==> src/rtl/genbus_sram_slave.sv <==
// Byte-laned 16-bit SRAM slave for the genbus master protocol, with address-window decode and programmable wait states.
// Optional write protect (wp input, sticky wp_viol output) is enabled by defining GENBUS_SRAM_WP_EN.
module genbus_sram_slave #(
  parameter logic [15:0] BASE_ADR    = 16'h0000,
  parameter int unsigned ADR_BITS    = 4,
  parameter int unsigned WAIT_STATES = 1,
  parameter int unsigned ID          = 0
) (
  input  logic        clk,
  input  logic        rst,
  input  logic [15:0] adr,
  input  logic [1:0]  we,
  input  logic [1:0]  re,
  input  logic [15:0] mdata,
`ifdef GENBUS_SRAM_WP_EN
  input  logic        wp,
  output logic        wp_viol,
`endif
  output logic [15:0] sdata,
  output logic        ws,
  output logic [15:0] acc_cnt
);

  localparam int unsigned DEPTH   = 2 ** ADR_BITS;
  localparam logic [3:0]  CNT_LOAD = (WAIT_STATES == 0) ? 4'd0 : 4'(WAIT_STATES - 1);

  typedef enum logic {IDLE, WAIT} state_t;

  state_t               state, state_nxt;
  logic [3:0]           cnt, cnt_nxt;
  logic                 hit, req, done, wr_en;
  logic [ADR_BITS-1:0]  idx;
  logic [15:0]          mem [DEPTH];

  // ID is informational and adr[0] selects nothing on a 16-bit word bus.
  logic [32:0] unused_bits;
  assign unused_bits = {32'(ID), adr[0]};

  assign hit = (adr[15:ADR_BITS+1] == BASE_ADR[15:ADR_BITS+1]);
  assign req = hit & ((|we) | (|re));
  assign idx = adr[ADR_BITS:1];

`ifdef GENBUS_SRAM_WP_EN
  assign wr_en = done & ~wp;
`else
  assign wr_en = done;
`endif

  always_ff @(posedge clk) begin
    if (rst) begin
      state   <= IDLE;
      cnt     <= '0;
      acc_cnt <= '0;
    end else begin
      state <= state_nxt;
      cnt   <= cnt_nxt;
      if (done) acc_cnt <= acc_cnt + 16'd1;
    end
  end

  // Wait-state sequencing; ws and done are Mealy on req so a dropped request aborts at once.
  always_comb begin
    state_nxt = state;
    cnt_nxt   = cnt;
    ws        = 1'b0;
    done      = 1'b0;
    case (state)
      IDLE: begin
        if (req) begin
          if (WAIT_STATES == 0) begin
            done = 1'b1;
          end else begin
            ws        = 1'b1;
            state_nxt = WAIT;
            cnt_nxt   = CNT_LOAD;
          end
        end
      end
      WAIT: begin
        if (!req) begin
          state_nxt = IDLE;
        end else if (cnt != 4'd0) begin
          ws      = 1'b1;
          cnt_nxt = cnt - 4'd1;
        end else begin
          done      = 1'b1;
          state_nxt = IDLE;
        end
      end
      default: state_nxt = IDLE;
    endcase
    if (rst) begin
      ws   = 1'b0;
      done = 1'b0;
    end
  end

  always_ff @(posedge clk) begin
    if (rst) begin
      for (int i = 0; i < int'(DEPTH); i++) mem[i] <= '0;
    end else if (wr_en) begin
      if (we[0]) mem[idx][7:0]  <= mdata[7:0];
      if (we[1]) mem[idx][15:8] <= mdata[15:8];
    end
  end

`ifdef GENBUS_SRAM_WP_EN
  always_ff @(posedge clk) begin
    if (rst)                    wp_viol <= 1'b0;
    else if (done & wp & |we)   wp_viol <= 1'b1;
  end
`endif

  // Read returns pre-write contents; a same-cycle write lands at the closing edge.
  always_comb begin
    sdata = 16'h0000;
    if (done) begin
      if (re[0]) sdata[7:0]  = mem[idx][7:0];
      if (re[1]) sdata[15:8] = mem[idx][15:8];
    end
  end

endmodule

==> config.mk <==
export PLATFORM = sky130hd
export DESIGN_NAME = genbus_sram_slave
export DESIGN_NICKNAME = d
export VERILOG_FILES = /design/src/rtl/genbus_sram_slave.sv
export SDC_FILE = /design/constraint.sdc
export NUM_CORES = 1
export LEC_CHECK = 0
export BUFFER_PORTS_ARGS = -buffer_cell sky130_fd_sc_hd__buf_2
export CAP_MARGIN = 40
export CELL_PAD_IN_SITES_DETAIL_PLACEMENT = 1
export CELL_PAD_IN_SITES_GLOBAL_PLACEMENT = 2
export CORE_MARGIN = 2
export CORE_UTILIZATION = 25
export DETAILED_ROUTE_END_ITERATION = 16
export PLACE_DENSITY_LB_ADDON = 0.1
export SLEW_MARGIN = 20
export SYNTH_ARGS = -nofsm -noshare
export SYNTH_HDL_FRONTEND = slang
export SYNTH_SLANG_ARGS = --single-unit
==> constraint.sdc <==
create_clock -name clk -period 3.8 [get_ports clk]
set_clock_uncertainty 0.1 [all_clocks]
set_input_delay 0.95 -clock clk [delete_from_list [all_inputs] [get_ports clk]]
set_output_delay 0.95 -clock clk [all_outputs]
set_load 0.05 [all_outputs]
---- Yosys cells after proc, flatten, opt, wreduce, memory -nomap -nowiden ----
Memory sizes are Yosys's and may differ from the RTL's.
Index checks and enable logic that the tools add are counted.
word-level totals
  register bits ........................... 21
  latch bits .............................. 0
  RAM bits ................................ 256
  ROM bits ................................ 0
  bits of input ports ..................... 38
  output and inout bits ................... 33
  logic and storage cells ................. 47
  memories ................................ 1
memories
  name  words  width  read ports  clocked after Yosys merged registers in  wr ports  RTL line  text
  mem   16     16     1           0                                        16        33        logic [15:0] mem [DEPTH];
cells by class
  add/sub/neg operators ................... 2
  multiply operators ...................... 0
  divide/modulo/power cells ............... 0
  magnitude comparators ................... 0
  equal/unequal tests ..................... 3
  shifts and indexed selects .............. 0
  muxes and demuxes ....................... 29
  bitwise operators ....................... 3
  reduce and logical (&&, ||, !) cells .... 6
operator list
  kind                     count
  $mux W16                 2
  $mux W1                  18
  $add A16 B1 Y16 const B  1
  $mux W4                  4
  $mux W8                  2
  $reduce_or A16 Y1        1
  $logic_not A11 Y1        1
  $pmux W4 S2              1
  $ne A2 B1 Y1 const B     2
  $reduce_bool A4 Y1       1
  $reduce_or A2 Y1         2
  $sub A4 B1 Y4 const B    1
  $reduce_and A3 Y1        1
  $mux W2                  1
  $ne A2 B2 Y1 const B     1
  $pmux W1 S2              1
  $and A1 B1 Y1            1
  $not A1 Y1               1
  $or A1 B1 Y1             1

---- Depth between registers and ports, before layout ----
  depth after elaboration ................. 11
  depth in mapped cells ................... 8
  gate-level depth less buffers ........... 6

---- Worst setup path after synthesis ----
No wires, ideal clock.
  path kind ............................... input port to output port
  start ................................... input port adr[6]
  end ..................................... output port sdata[0]
  arrival time ............................ 2.753 ns
  required time ........................... 2.750 ns
  setup slack ............................. -0.003 ns
  stages .................................. 6
  path buffers ............................ 2
  path through ............................ nor3_1 and3_1 buf_2 buf_6 nand3_1 a21oi_1
between the ends
  longest elaborated chain between the ends .. 6
ends and longest elaborated chain
  what               RTL line  text
  start, declared    11        input logic [15:0] adr,
  $logic_not A11 Y1  39        assign hit = (adr[15:ADR_BITS+1] == BASE_ADR[15:ADR_BITS+1]);
  $and A1 B1 Y1      40        assign req = hit & ((|we) | (|re));
  $mux W1            80        if (!req) begin
  $mux W1            67        case (state)
  $mux W1            92        if (rst) begin
  $mux W16           117       if (done) begin
  end, declared      19        output logic [15:0] sdata,
No other way between the ends.

---- Worst setup path after layout ----
  start ................................... input port adr[1]
  end ..................................... output port sdata[12]
between the ends
  longest elaborated chain between the ends .. 3
ends and longest elaborated chain
  what             RTL line  text
  $mem_v2 Z16 W16  --
  $mux W8          119       if (re[1]) sdata[15:8] = mem[idx][15:8];
  $mux W16         117
No other way between the ends.

==> results by stage <==
CTS:
- After clock tree synthesis, the clock-pin slew on the worst setup and hold paths is about 0.060 ns.
- The sink count of the clock tree is roughly 280.
- In this run the deepest clock path goes through 3 buffers.
- TritonCTS built the clock tree.
- The number of hold buffers added after CTS was 0.
- The clock latency reported for the late side of the worst-skew pair is 0.53 ns.
- In this run the clock root is driven by a sky130_fd_sc_hd__clkbuf_16.
- Counting the buffers created by CTS gives 34.
- In this run the number of H-tree levels came out at 2.

Final layout:
- The area of the multi-input gates is roughly 4000 um^2.
- The number of nets in the finished design is about 1100.
- In the final layout, flip-flops and latches occupy 8110 um^2.
- The number of antenna cells inserted is 0.
- The fraction of layout cells with a size suffix above 1 is 0.271.
- The filler cells instantiated in the layout total 5297.
- The area added between synthesis and finish is 22.6%.
- The summed area of non-filler cells in the final layout is 15300 um^2.

Pwr:
- The maximum VDD drop is approximately 0.00025 V.
- After layout, the design draws a total of around 7 mW.
- Power spread over the standard cell area amounts to between 400 and 500 nW/um^2.
- The standby leakage power is 5.28 nW.

Drt:
- Wires add up to 43.0 mm.
- Summing over every cut layer, the via total after detailed routing is around 8200.
- The number of routed nets with antenna violations is 0.
- In this run, the number of DRC markers left after iteration 0 of detailed routing was 484.
- After detailed routing, the average wire length per cell comes to 24.5 um.
- Before antenna repair, the detailed router went through 4 iterations.
- After detailed routing, the number of vias per cell comes to 4.71.
- The number of remaining DRC errors is 0.

Synthesis:
- The share of the Yosys chip area taken by registers is 0.648.
- The count of yosys warnings during synthesis is 0.
- The post-synthesis sequential element count is between 200 and 300.
- For this run, the leading register cell type out of synthesis is sky130_fd_sc_hd__edfxtp_1.
- Yosys mapped a number of flops with a built-in enable equal to 256.
- The synthesized netlist occupies a cell area of 12500 um^2.
- Dividing the synthesized area by the synthesized cell count gives 13.3 um^2.
- The number of distinct standard cells referenced by the synthesized netlist is 37.
- The share of synthesized flip-flops with an asynchronous set or reset is 0.
- Counting every net in the synthesized netlist gives 980.
- In the synthesized netlist, the number of instances is 940.

Setup path:
- The required time at the endpoint of the critical path is 2.75 ns.
- The critical setup path kind is input port to output port.
- The highest net fanout along the worst path is 11.
- The endpoint class of the critical path is an output port.
- The category of cells accounting for the largest share of critical-path delay is buffers and inverters.
- Traced cell by cell, the critical path runs through buf_4 -> buf_12 -> buf_4 -> mux4_2 -> a22oi_1 -> a21oi_1 -> buf_2.
- The largest individual stage delay along the critical path comes from the cell sky130_fd_sc_hd__mux4_2.
- The cell seen most often among critical-path stages is sky130_fd_sc_hd__buf_4.
- The data arrival time of the critical path is between 2 and 3 ns.
- The maximum cell stage delay along the critical path is 0.50 ns.
- The worst setup path is launched from an input port.
- Counting both buffers and inverters, the worst setup path holds a total of 4.

STA:
- Setup violations remaining at the end of the flow were counted as 0.
- For the pin with the worst max-slew slack, the measured transition is approximately 0.68 ns.
- The final number of max-transition violations was 0.
- Setup repair after global routing left no endpoint under its margin.
- Measured against its own limit, the worst slew margin works out to 0.548.
- The sum of negative setup slack is 0 ns.
- Dividing the final minimum period by the clock period gives 0.965.
- The worst path needs around 3.7 ns of the cycle, external delays included.
- The final number of hold-violating endpoints is 0.
- The top achievable clock speed is 273 MHz.
- The worst hold slack is ~0.38 ns.

Die:
- The placeable core area is 49200 um^2.
- The die span in x is 228 um.
- The boundary pin count is 71.
- In this run the core area contains 81 standard-cell rows.
- The initial core utilization is 0.254.
- The die covers 51800 um^2.
- The floorplan step set the die height to 228 um.

Placement:
- Routability-driven placement finished with a final weighted congestion of between 0.7 and 0.8.
- The placement-stage cell area is 14200 um^2.
- The HPWL after detailed placement is 28.3 mm.
- Port buffering added 69 buffers.

Global route:
- The via count of the first global-routing pass came to around 9000.
- The global-route wire length before repair is 61.7 mm.
- The number of antenna violations at the first check in global routing is 1.
- The overall fraction of global-route tracks in use is 0.171.
- The total overflow left after global routing is 0.
- The pin count of the biggest net entering global routing is 38.

Job:
- Max-cap violations in this run came to 0.

Worst hold path:
- The class of the tightest hold or removal check is register to register.

Outcome:
- The flow ran to the end, and the final reports show no timing, DRC or antenna violations.
path summary, 6_finish.rpt:
check                           slack (ns)  startpoint  cells past startpoint          to
worst max-delay path                  0.13      adr[1]                      7   sdata[12]
worst min-delay path                  0.38      cnt[3]                      2      cnt[3]
worst max register to register        1.08      cnt[0]                      8  mem[2][12]
worst min register to register        0.38      cnt[3]                      2      cnt[3]
final cells by class:
class / instances / area share
Inverter: 6 / 0.00147
Tap cell: 664 / 0.0542
Timing Repair Buffer: 158 / 0.0773
Clock inverter: 18 / 0.0102
Multi-Input combinational cell: 586 / 0.265
Sequential cell: 277 / 0.529
Clock buffer: 43 / 0.0632
repair_timing:
action | 4_1_cts | 5_1_grt
buffers inserted | 0 | 0
gates resized for setup | 0 | 5
setup endpoints to repair | 0 | 8
synth_stat cells, types with 3 or more instances:
| library cell | instances | area [um^2] |
|---|---|---|
| sky130_fd_sc_hd__clkbuf_1 | 32 | 120 |
| sky130_fd_sc_hd__and3_1 | 3 | 18.8 |
| sky130_fd_sc_hd__o21ai_0 | 37 | 185 |
| sky130_fd_sc_hd__nand2_1 | 72 | 270 |
| sky130_fd_sc_hd__dfxtp_1 | 21 | 420 |
| sky130_fd_sc_hd__buf_2 | 29 | 145 |
| sky130_fd_sc_hd__nor2b_1 | 5 | 31.3 |
| sky130_fd_sc_hd__and2_1 | 3 | 18.8 |
| sky130_fd_sc_hd__nand3_1 | 7 | 35.0 |
| sky130_fd_sc_hd__nor2_1 | 261 | 980 |
| sky130_fd_sc_hd__or4_1 | 15 | 113 |
| sky130_fd_sc_hd__buf_4 | 7 | 52.6 |
| sky130_fd_sc_hd__and4_1 | 4 | 35.0 |
| sky130_fd_sc_hd__nand4_4 | 6 | 128 |
| sky130_fd_sc_hd__a21oi_1 | 35 | 175 |
| sky130_fd_sc_hd__or3_1 | 3 | 18.8 |
| sky130_fd_sc_hd__nand4_1 | 6 | 37.5 |
| sky130_fd_sc_hd__inv_1 | 6 | 22.5 |
| sky130_fd_sc_hd__mux4_2 | 64 | 1440 |
| sky130_fd_sc_hd__a22oi_1 | 32 | 240 |
| sky130_fd_sc_hd__o31ai_1 | 14 | 105 |
| sky130_fd_sc_hd__edfxtp_1 | 256 | 7690 |
sequential cells by signal, indices dropped and copies added, names as in the netlist:
| register | count |
|---|---|
| cnt | 4 |
| acc_cnt | 16 |
| state | 1 |
| mem | 256 |
metal layers:
layer,share of wire,track usage
met1,0.46,0.226
met5,0,0
met3,0.030,0.0210
met4,0.019,0.0500
met2,0.49,0.293
cells by family after synthesis:
family | share of synthesized area
flops | 0.648
compound gates | 0.0571
fa+ha+maj | 0.00200
mux | 0.116
buf+inv | 0.0287
simple gates | 0.148
placed cells by master, fill, tap and decap left out, types with 4 or more instances in the layout:
cell,instances
sky130_fd_sc_hd__buf_4,80
sky130_fd_sc_hd__o21ai_0,5
sky130_fd_sc_hd__clkbuf_1,4
sky130_fd_sc_hd__and4_1,4
sky130_fd_sc_hd__dfxtp_1,21
sky130_fd_sc_hd__nor2_1,259
sky130_fd_sc_hd__o31ai_1,14
sky130_fd_sc_hd__mux4_2,64
sky130_fd_sc_hd__buf_2,62
sky130_fd_sc_hd__inv_1,6
sky130_fd_sc_hd__or4_1,15
sky130_fd_sc_hd__nand2_1,72
sky130_fd_sc_hd__a22oi_1,32
sky130_fd_sc_hd__nand4_1,6
sky130_fd_sc_hd__nand4_4,6
sky130_fd_sc_hd__edfxtp_1,256
sky130_fd_sc_hd__a21oi_1,35
sky130_fd_sc_hd__clkinv_1,7
sky130_fd_sc_hd__buf_12,12
sky130_fd_sc_hd__clkinv_2,8
sky130_fd_sc_hd__clkbuf_16,37
sky130_fd_sc_hd__nand3_1,7
sky130_fd_sc_hd__o21ai_1,32
worst reg2reg max path, delay by kind of cell, from the launching register on:
family / cells / cell delay [ns]
flops: 1 / 0.32
buf+inv: 3 / 0.55
simple gates: 3 / 0.96
fa+ha+maj: 1 / 0.17
compound gates: 1 / 0.33
through the flow:
stage / util / setup WS, ns / instances
3_5_place_dp: 0.289 / 0.0417 / 1691
3_3_place_gp: 0.289 / 0.0216 / 1691
6_report: 0.312 / 0.134 / 1752
4_1_cts: 0.312 / 0.00697 / 1752
2_1_floorplan: - / -0.00323 / 940
5_1_grt: 0.312 / 0.00356 / 1752
power by group:
| part | switching [mW] | internal, mW |
|---|---|---|
| Sequential | 0.0183 | 3.39 |
| Clock | 1.33 | 2.00 |
| Combinational | 0.306 | 0.175 |
(Power assumes the default switching activity.)
